## config.mk

```make
export PLATFORM = sky130hd
export DESIGN_NAME = piso_serializer
export DESIGN_NICKNAME = d
export VERILOG_FILES = /design/src/rtl/piso_serializer.sv
export SDC_FILE = /design/constraint.sdc
export NUM_CORES = 1
export LEC_CHECK = 0
export ABC_AREA = 1
export CAP_MARGIN = 20
export CORE_MARGIN = 4
export CORE_UTILIZATION = 35
export CTS_CLUSTER_DIAMETER = 150
export DETAILED_ROUTE_END_ITERATION = 6
export HOLD_SLACK_MARGIN = 0.15
export MAX_ROUTING_LAYER = met4
export PLACE_DENSITY_LB_ADDON = 0.15
export SETUP_SLACK_MARGIN = 0.02
export SYNTH_ARGS = -nofsm -noshare
export SYNTH_HDL_FRONTEND = slang
export SYNTH_SLANG_ARGS = --single-unit
```

## constraint.sdc

```tcl
create_clock -name clk -period 2.9 [get_ports clk]
set_input_delay 0.725 -clock clk [delete_from_list [all_inputs] [get_ports clk]]
set_output_delay 0.725 -clock clk [all_outputs]
set_load 0.005 [all_outputs]
```

## src/rtl/piso_serializer.sv

```systemverilog
// Parallel-in/serial-out stage: WIDTH-bit word in, MSB-first bit stream out to the 1101 detector.
// Latency: MSB on x_out one cycle after the accepting edge, then one bit per clock (plus parity cycle with PISO_PARITY_EN).
// Backpressure: load_ready only in IDLE or on the last cycle of a frame; back-to-back words stream with no gap.
// Optional feature macro: PISO_PARITY_EN appends an even-parity bit after each word.
module piso_serializer #(
  parameter int WIDTH = 8
) (
  input  logic             clk,
  input  logic             reset,
  input  logic [WIDTH-1:0] load_data,
  input  logic             load_valid,
  output logic             load_ready,
  output logic             x_out,
  output logic             x_valid,
  output logic             busy,
  output logic             done
);

  localparam int CW = $clog2(WIDTH);
  localparam logic [CW-1:0] CNT_MAX = CW'(WIDTH - 1);

  typedef enum logic [1:0] {
    IDLE,
    SHIFT
`ifdef PISO_PARITY_EN
    , PARITY
`endif
  } state_t;

  state_t           state;
  logic [WIDTH-1:0] sreg;     // MSB is the bit currently on x_out
  logic [CW-1:0]    cnt;      // bits remaining after the one on x_out
  logic             accept;
`ifdef PISO_PARITY_EN
  logic             par_q;    // even parity of the word in flight
`endif

  // Status decoded from registered state only; ready opens on the final cycle of a frame.
`ifdef PISO_PARITY_EN
  assign done       = (state == PARITY);
  assign load_ready = (state == IDLE) || (state == PARITY);
`else
  assign done       = (state == SHIFT) && (cnt == '0);
  assign load_ready = (state == IDLE) || done;
`endif
  assign busy   = (state != IDLE);
  assign accept = load_valid && load_ready;
  assign x_out  = sreg[WIDTH-1];

  // Frame FSM: accept has priority (it is only possible on a frame's last cycle or in IDLE),
  // otherwise shift, emit parity, or fall back to IDLE with outputs cleared.
  always_ff @(posedge clk or negedge reset) begin
    if (!reset) begin
      state   <= IDLE;
      sreg    <= '0;
      cnt     <= '0;
      x_valid <= 1'b0;
`ifdef PISO_PARITY_EN
      par_q   <= 1'b0;
`endif
    end else if (accept) begin
      state   <= SHIFT;
      sreg    <= load_data;
      cnt     <= CNT_MAX;
      x_valid <= 1'b1;
`ifdef PISO_PARITY_EN
      par_q   <= ^load_data;
`endif
    end else begin
      case (state)
        SHIFT: begin
          if (cnt != '0) begin
            sreg <= sreg << 1;
            cnt  <= cnt - CW'(1);
          end else begin
`ifdef PISO_PARITY_EN
            state   <= PARITY;
            sreg    <= {par_q, {(WIDTH-1){1'b0}}};
            x_valid <= 1'b1;
`else
            state   <= IDLE;
            sreg    <= '0;
            x_valid <= 1'b0;
`endif
          end
        end
        default: begin
          state   <= IDLE;
          sreg    <= '0;
          cnt     <= '0;
          x_valid <= 1'b0;
        end
      endcase
    end
  end

endmodule

```

==> impl_metrics.csv, run 1 <==
group,metric,value,unit
drt,wl_per_cell,11.1,um
sta,slew_violations,0,
drt,dr_wl_met3,75,um
critical_path,worstSetupStartpointType,"register",
floorplan,core-area,0.00152,mm^2
critical_path,path_max_fanout,11,
critical_path,arrival,1730,ps
drt,routed.top_layer,"met4",
power,swShare,37.2,%
cells_and_area,layout.cells.most_common_list,"nand2_1 (18), clkdlybuf4s50_1 (15), dfrtp_1 (12)",
sta,hold_viol,0,
sta,tightest_slew,549,ps
floorplan,die-area,0.00236,mm^2
hold_path,hold_path_class,"register to register",
synth,synth_nets,75,
power,powerDensity,978,mW/mm^2
clock_tree,cts_buffer_depth,2,
critical_path,end_kind,"primary output",
power,p_switching,276,uW
sta,post-route-period-util,84.6,%
critical_path,rr_startpoint,"cnt[0]$_DFFE_PN0P_",
drt,dr_wl_met2,490,um
clock_tree,cts_resized,0,
sta,period_minus_slack,2450,ps
global_route,antenna_found_initial,0,
power,p_clk_share,18.1,%
drt,dr.pass1.iters,3,
critical_path,r2r_slack,1630,ps
flow_run,maxCapViolCount,0,
clock_tree,clock_latency,270,ps
drt,viasPerCell,4.43,
critical_path,required,2170,ps
clock_tree,clk_pin_slew,80,ps
cells_and_area,fillers,152,
clock_tree,cts_sinks,12,
floorplan,die_w,48.6,um
power,p_leak,0.000411,uW
critical_path,reg2regPathDepth,7,
sta,setup_tns,0,ps
critical_path,crit_end,"load_ready",
power,power.internal,465,uW
synth,yosys.cell_types.count,14,
critical_path,critical_path.startpoint,"cnt[0]$_DFFE_PN0P_",
sta,max_freq,0.408,GHz
drt,drtIter0Drc,3,
sta,rsz0062_at_grt,"no",
global_route,grt_max_degree,13,
clock_tree,cts_setup_buffers,0,
cells_and_area,drive_above_1_share,15.4,%
cells_and_area,area_delta_synth_final,31.2,%
clock_tree,cts_hold_repair.buffers,0,
critical_path,r2r_end,"sreg[2]$_DFF_PN0_",
global_route,grt_pass1_vias,381,
placed_design,dp_cells,90,
run_status,status,"complete, no violations",
power,ir_drop,481,uV
drt,vias,416,
floorplan,initial_core_util,37.8,%
critical_path,critPathKind,"register to primary output",
drt,drc,0,
floorplan,ios,16,
floorplan,die_h,48.6,um
sta,fin_skew,0.777,ps
synth,yosys_warnings,0,
placed_design,dpl.hpwl,793,um
placed_design,place.gp.congestion,0.727,
synth,ys_ff_latch,12,
global_route,grt.overflow.total,0,
clock_tree,cts_made_buffers,3,
cells_and_area,final_cells,94,
synth,synthCells,62,
clock_tree,htree_levels,1,
synth,ys_seq_area_share,52.1,%
cells_and_area,num_antenna_cells,0,
sta,relSlewSlack,63.3,%
cells_and_area,register_area,300,um^2
cells_and_area,multiInputGateArea,224,um^2
power,seq_power_share,36.4,%
cells_and_area,mostFrequentLayoutCell,"nand2_1",
drt,wl_met1,473,um
placed_design,port_buffers,15,
clock_tree,cts_root_buf,"clkbuf_4",
cells_and_area,nets,92,
drt,wirelength,1050,um
drt,detail-route-antenna-nets,0,
global_route,grt_pass1_wl,1770,um
power,combPwrFrac,45.6,%
clock_tree,cts_tree,"done",
global_route,grt_usage,9.90,%
synth,syn_avg_cell_area,9.30,um^2
floorplan,core.rowCount,14,
synth,syn_area,577,um^2
sta,setup-violations-final,0,
-- critical path, stage by stage (launching register included) --
cell and delay (ps):
dfrtp_1 400, inv_1 90, ha_1 220, nand2_4 80, nand2_4 140, clkdlybuf4s50_1 530
-- power by group through the flow --
stage / clock (uW) / combinational [uW] / sequential, uW
floorplan: 0 / 253 / 268
global placement: 0 / 338 / 272
detailed placement: 0 / 343 / 274
CTS: 140 / 345 / 270
global route: 150 / 387 / 278
finish: 134 / 338 / 269
-- cells in the mapped netlist --
| cell type | instances | area [um^2] |
|---|---|---|
| nand2_1 | 18 | 67.6 |
| dfrtp_1 | 12 | 300 |
| nand3_1 | 8 | 40.0 |
| inv_1 | 5 | 18.8 |
| nand2_4 | 4 | 45.0 |
| nor2_1 | 3 | 11.3 |
| buf_4 | 2 | 15.0 |
| ha_1 | 2 | 25.0 |
| inv_2 | 2 | 7.51 |
| nand2_2 | 2 | 12.5 |
| buf_6 | 1 | 11.3 |
| nand3b_1 | 1 | 7.51 |
| nand4_1 | 1 | 6.26 |
| xor2_1 | 1 | 8.76 |
-- worst min-delay path by stage --
| stage | start | endpoint | cells after the start |
|---|---|---|---|
| final | sreg[4]$_DFF_PN0_ | sreg[5]$_DFF_PN0_ | 2 |
| after global routing | sreg[4]$_DFF_PN0_ | sreg[5]$_DFF_PN0_ | 2 |
| after CTS | sreg[4]$_DFF_PN0_ | sreg[5]$_DFF_PN0_ | 2 |
| after detailed placement | sreg[4]$_DFF_PN0_ | sreg[5]$_DFF_PN0_ | 2 |
| after global placement | sreg[4]$_DFF_PN0_ | sreg[5]$_DFF_PN0_ | 2 |
| after floorplan | reset | cnt[0]$_DFFE_PN0P_ | 0 |
-- layout make-up --
type	count	area share (%)
timing repair buffer	15	19.8
tap	16	2.64
sequential	12	39.7
inverter	7	3.47
multi-input combinational	40	29.6
clock buffer	4	4.79
-- cells by family after synthesis --
logic type | Yosys count | synth area share, %
AND/OR/NAND/NOR | 37 | 33.0
buffers and inverters | 10 | 9.11
adder cells (fa/ha/maj) | 2 | 4.34
flip-flops | 12 | 52.1
XOR/XNOR | 1 | 1.52
-- stage by stage --
step	util [%]	hold slack [ps]	cell area [um^2]	setup slack [ps]	power (uW)
after global routing	49.7	465	757	300	816
after detailed placement	47.3	431	721	739	616
after CTS	49.7	454	757	429	755
final	49.7	448	757	447	741
after floorplan	-	425	577	1270	522
after global placement	47.3	430	721	782	610
-- flip-flops by register name (all words and copies together), names as in the netlist --
| name | count |
|---|---|
| cnt | 3 |
| state | 1 |
| sreg | 8 |
-- metal layers --
layer | vias to the layer above | track usage, %
li1 | 222 | -
met1 | 182 | 12.4
met2 | 10 | 14.1
met3 | 2 | 4.91
met4 | 0 | 2.69
met5 | - | -
Power figures use the tool's default switching activity.
==> inputs of run 2 (changes only) <==
==> constraint.sdc (replaced) <==
create_clock -name clk -period 2 [get_ports clk]
set_input_delay 0.5 -clock clk [delete_from_list [all_inputs] [get_ports clk]]
set_output_delay 0.5 -clock clk [all_outputs]
set_load 0.005 [all_outputs]
==> run 2 against run 1 <==
Clock-buffer cell count fell by 1. Non-clock buffer count rose by 2. Via count rose by 4.8%. Sequential cell count unchanged. Final area up 0.17%. Cell count is 1.1% higher. Sequential share of layout area is 0.065 points lower. First-iteration DRC count fell by 33%. Sequential power is 43% higher. Worst hold slack got worse by 1.4 ps. Power increased by 40%. Combinational power rose by 52%. Highest routed layer unchanged.
==> impl_metrics.csv, run 2 (synthesis gave the netlist of run 1 again) <==
group,metric,value,unit
global_route,grt.overflow.total,0,
placed_design,port_buffers,15,
power,p_leak,0.000419,uW
global_route,grt_usage,10.5,%
floorplan,die_h,48.6,um
cells_and_area,register_area,300,um^2
floorplan,die_w,48.6,um
cells_and_area,fin_area,758,um^2
sta,relSlewSlack,65.7,%
drt,drc,0,
cells_and_area,layout.cells.most_common_list,"nand2_1 (18), clkdlybuf4s50_1 (13), dfrtp_1 (12)",
clock_tree,cts_made_buffers,3,
power,powerDensity,1370,mW/mm^2
sta,hold_viol,0,
cells_and_area,mostFrequentLayoutCell,"nand2_1",
global_route,antenna_found_initial,0,
floorplan,die-area,0.00236,mm^2
clock_tree,clock_latency,260,ps
sta,fin_skew,3.43,ps
hold_path,hold_path_class,"register to register",
floorplan,ios,16,
critical_path,rr_startpoint,"cnt[0]$_DFFE_PN0P_",
cells_and_area,nets,94,
cells_and_area,num_antenna_cells,0,
global_route,grt_pass1_vias,423,
flow_run,maxCapViolCount,0,
critical_path,path_max_fanout,3,
placed_design,placed_cell_area,728,um^2
clock_tree,clk_pin_slew,70,ps
sta,max_freq,0.542,GHz
critical_path,arrival,1350,ps
sta,tightest_slew,513,ps
global_route,grt_max_degree,13,
drt,vias,436,
drt,drtIter0Drc,2,
floorplan,core-area,0.00152,mm^2
clock_tree,htree_levels,1,
cells_and_area,multiInputGateArea,226,um^2
drt,wl_per_cell,10.5,um
cells_and_area,drive_above_1_share,17.7,%
critical_path,critical_path.startpoint,"cnt[0]$_DFFE_PN0P_",
sta,layout_setup_ws,153,ps
critical_path,critPathKind,"register to primary output",
power,ir_drop,543,uV
floorplan,core.rowCount,14,
run_status,status,"complete, no violations",
sta,period_minus_slack,1850,ps
clock_tree,cts_buffer_depth,2,
sta,setup-violations-final,0,
placed_design,pre_cts_ws,116,ps
placed_design,dpl.hpwl,801,um
drt,dr.pass1.iters,4,
critical_path,worstSetupStartpointType,"register",
sta,setup_tns,0,ps
clock_tree,cts_tree,"done",
clock_tree,cts_hold_repair.buffers,0,
global_route,met3_usage,4.91,%
cells_and_area,post-route-util,49.8,%
cells_and_area,regMostFlops,"sreg",
global_route,met1_usage,12.7,%
floorplan,initial_core_util,37.8,%
sta,slew_violations,0,
cells_and_area,area_delta_synth_final,31.5,%
placed_design,place.gp.congestion,0.682,
global_route,grt_use_met2,15.0,%
cells_and_area,fillers,151,
global_route,top_usage_layer,"met2",
cells_and_area,largest_registers,"sreg (8), cnt (3), state (1)",
global_route,grt_pass1_wl,1870,um
sta,post-route-period-util,92.3,%
sta,worst_hold_slack,446,ps
sta,rsz0062_at_grt,"no",
drt,wirelength,1000,um
critical_path,end_kind,"primary output",
clock_tree,cts_sinks,12,
hold_path,min_from,"sreg[4]$_DFF_PN0_",
cells_and_area,largest_reg_flops,8,
clock_tree,cts_root_buf,"clkbuf_4",
drt,viasPerCell,4.59,
drt,detail-route-antenna-nets,0,
critical_path,required,1500,ps
[run 2: power by group]
group          leakage, uW  switching (uW)  internal, uW  total, uW
Combinational     0.000254             274           239        513
Clock            0.0000138            70.8          69.5        140
Sequential        0.000152            44.3           342        386
[run 2: routing by layer]
layer	vias to the layer above	share of wire (%)
met4	0	1.2
li1	225	-
met2	9	49
met5	-	0
met3	2	5.4
met1	200	45
[run 2: worst paths after layout]
kind	endpoint	slack, ps	cells after the start
min	sreg[5]$_DFF_PN0_	450	2
min reg2reg	sreg[5]$_DFF_PN0_	450	2
max	done	150	5
max reg2reg	sreg[2]$_DFF_PN0_	690	8
max in group asynchronous	sreg[4]$_DFF_PN0_	1080	1
min in group asynchronous	cnt[0]$_DFFE_PN0P_	570	1
[run 2: final cells by class]
| class | instances | area share (%) |
|---|---|---|
| tap | 16 | 2.64 |
| timing repair buffer | 17 | 21.5 |
| multi-input combinational | 40 | 29.9 |
| sequential | 12 | 39.6 |
| inverter | 7 | 3.47 |
| clock buffer | 3 | 2.97 |
[run 2: metrics by stage]
stage	std cells	power (uW)
after CTS	95	1070
final	95	1040
after floorplan	62	756
after global placement	91	912
after detailed placement	91	918
after global routing	95	1160
[run 2: critical path: stages, from the launching register on]
cell and delay, ps:
dfrtp_1 380, inv_1 80, ha_2 200, nand2_4 70, nor2_1 110, dlygate4sd2_1 250
[run 2: timing repair]
item                                    CTS  global route
setup buffers                             1             0
endpoints found under the setup margin    2             0
resized for setup                         3             0
==> inputs of run 3 (changes only) <==
--- a/config.mk
+++ b/config.mk
@@ -13,8 +13,9 @@
 export DETAILED_ROUTE_END_ITERATION = 6
 export HOLD_SLACK_MARGIN = 0.15
 export MAX_ROUTING_LAYER = met4
-export PLACE_DENSITY_LB_ADDON = 0.15
+export PLACE_DENSITY_LB_ADDON = 0.25
 export SETUP_SLACK_MARGIN = 0.02
+export SLEW_MARGIN = 5
 export SYNTH_ARGS = -nofsm -noshare
 export SYNTH_HDL_FRONTEND = slang
 export SYNTH_SLANG_ARGS = --single-unit
==> run 3 against run 2 <==
Cell count unchanged. Sequential share of layout area did not move. Global-route usage decreased by 0.84 points. Worst hold slack better by 1.9 ps. Via count decreased by 2.1%. Non-clock buffer count did not move. Setup slack worse by 48 ps. Critical path depth unchanged. Routed wire length up 3.7%. Sequential power rose by 1%. First-iteration DRC count grew to 4.0 times the previous value. Combinational power is 2% higher. Largest power group unchanged. Highest routed layer is now met3.
==> impl_metrics.csv, run 3 (synthesis gave the netlist of run 1 again) <==
group,metric,value,unit
run_status,status,"complete, no violations",
cells_and_area,drive_above_1_share,17.7,%
critical_path,crit_cells,5,
sta,setup-violations-final,0,
critical_path,r2r_slack,680,ps
critical_path,r2r_end,"sreg[1]$_DFF_PN0_",
critical_path,crit_family,"flip-flops",
clock_tree,clock_latency,270,ps
clock_tree,cts_sinks,12,
cells_and_area,largest_registers,"sreg (8), cnt (3), state (1)",
clock_tree,clk_pin_slew,70,ps
cells_and_area,layout.cells.most_common_list,"nand2_1 (18), clkdlybuf4s50_1 (13), dfrtp_1 (12)",
drt,wirelength,1040,um
clock_tree,cts_buffer_depth,2,
cells_and_area,nets,94,
cells_and_area,fin_area,758,um^2
cells_and_area,fillers,159,
sta,post-route-period-util,94.7,%
floorplan,core.rowCount,14,
drt,dr.pass1.iters,3,
clock_tree,cts_tree,"done",
cells_and_area,register_area,300,um^2
power,ir_drop,633,uV
sta,tightest_slew,528,ps
sta,fin_skew,2.32,ps
placed_design,port_buffers,15,
sta,relSlewSlack,64.7,%
cells_and_area,mostFrequentLayoutCell,"nand2_1",
sta,period_minus_slack,1890,ps
sta,max_freq,0.528,GHz
cells_and_area,regMostFlops,"sreg",
critical_path,reg2regPathDepth,8,
critical_path,cpPeakStageDelay,380,ps
hold_path,hold_path_class,"register to register",
clock_tree,cts_made_buffers,3,
placed_design,dpl.hpwl,811,um
sta,layout_setup_ws,106,ps
global_route,grt_pass1_vias,403,
critical_path,cp_num_buf_inv,2,
global_route,antenna_found_initial,0,
drt,viasPerCell,4.49,
critical_path,end_kind,"primary output",
drt,drc,0,
critical_path,crit_end,"done",
sta,slew_violations,0,
global_route,grt_max_degree,13,
sta,setup_tns,0,ps
floorplan,die_w,48.6,um
global_route,grt.overflow.total,0,
cells_and_area,num_antenna_cells,0,
floorplan,core-area,0.00152,mm^2
critical_path,arrival,1390,ps
cells_and_area,largest_reg_flops,8,
critical_path,critPathKind,"register to primary output",
placed_design,placed_cell_area,728,um^2
drt,wl_per_cell,10.9,um
critical_path,worstSetupStartpointType,"register",
placed_design,place.gp.congestion,0.691,
floorplan,die_h,48.6,um
drt,detail-route-antenna-nets,0,
floorplan,ios,16,
critical_path,slowest_stage,"dfrtp_1",
floorplan,die-area,0.00236,mm^2
clock_tree,cts_root_buf,"clkbuf_4",
power,p_leak,0.000419,uW
floorplan,initial_core_util,37.8,%
cells_and_area,multiInputGateArea,226,um^2
sta,rsz0062_at_grt,"no",
drt,vias,427,
critical_path,critical_path.startpoint,"cnt[0]$_DFFE_PN0P_",
critical_path,cp_cell_sequence,"inv_1 -> ha_2 -> nand2_4 -> nor2_1 -> dlygate4sd2_1",
clock_tree,htree_levels,1,
global_route,grt_usage,9.61,%
drt,drtIter0Drc,8,
placed_design,pre_cts_ws,75.2,ps
power,powerDensity,1400,mW/mm^2
critical_path,path_max_fanout,3,
critical_path,rr_startpoint,"cnt[0]$_DFFE_PN0P_",
sta,hold_viol,0,
flow_run,maxCapViolCount,0,
critical_path,required,1500,ps
global_route,grt_pass1_wl,1690,um
cells_and_area,area_delta_synth_final,31.5,%
run 3: cell counts in the layout (fill, tap and decap cells not counted):
Identical to the previous run, type by type.
run 3: area by class of cell:
| cell class | instances | area share (%) |
|---|---|---|
| well taps | 16 | 2.64 |
| clock buffers | 3 | 2.97 |
| repair buffers | 17 | 21.5 |
| multi-input cells | 40 | 29.9 |
| flip-flops and latches | 12 | 39.6 |
| inverters | 7 | 3.47 |
run 3: tightest hold or removal path: cells and delay by family (launching register included):
family / cells / cell delay, ps
flops: 1 / 320
simple gates: 2 / 100
run 3: what timing repair did:
item	CTS	global route
gates resized for setup	3	0
buffers inserted	1	0
hold buffers	0	0
endpoints found under the setup margin	2	0
run 3: metrics by stage:
stage	utilization (%)	hold slack, ps	total power (uW)	std cells
after floorplan	-	204	756	62
final	49.8	448	1060	95
after detailed placement	47.8	434	925	91
after global placement	47.8	429	910	91
after CTS	49.8	450	1080	95
after global routing	49.8	475	1160	95
run 3: worst min path at each step:
stage / start / to / slack, ps / cells after the start
5_1_grt: sreg[3]$_DFF_PN0_ / sreg[4]$_DFF_PN0_ / 470 / 2
4_1_cts: sreg[2]$_DFF_PN0_ / sreg[3]$_DFF_PN0_ / 450 / 2
3_3_place_gp: sreg[2]$_DFF_PN0_ / sreg[3]$_DFF_PN0_ / 430 / 2
3_5_place_dp: sreg[2]$_DFF_PN0_ / sreg[3]$_DFF_PN0_ / 430 / 2
2_1_floorplan: reset / cnt[0]$_DFFE_PN0P_ / 200 / 0
6_report: sreg[2]$_DFF_PN0_ / sreg[3]$_DFF_PN0_ / 450 / 2
run 3: power breakdown:
part	switching [uW]	total, uW	internal (uW)
logic	283	525	242
clock network	73.4	143	69.8
registers	47.7	390	342
total	404	1060	654
run 3: per-layer routing:
| metal | wire, um | track usage [%] |
|---|---|---|
| met1 | 429 | 10.2 |
| met5 | 0 | - |
| met4 | 0 | 4.04 |
| met3 | 64 | 4.60 |
| met2 | 543 | 15.2 |
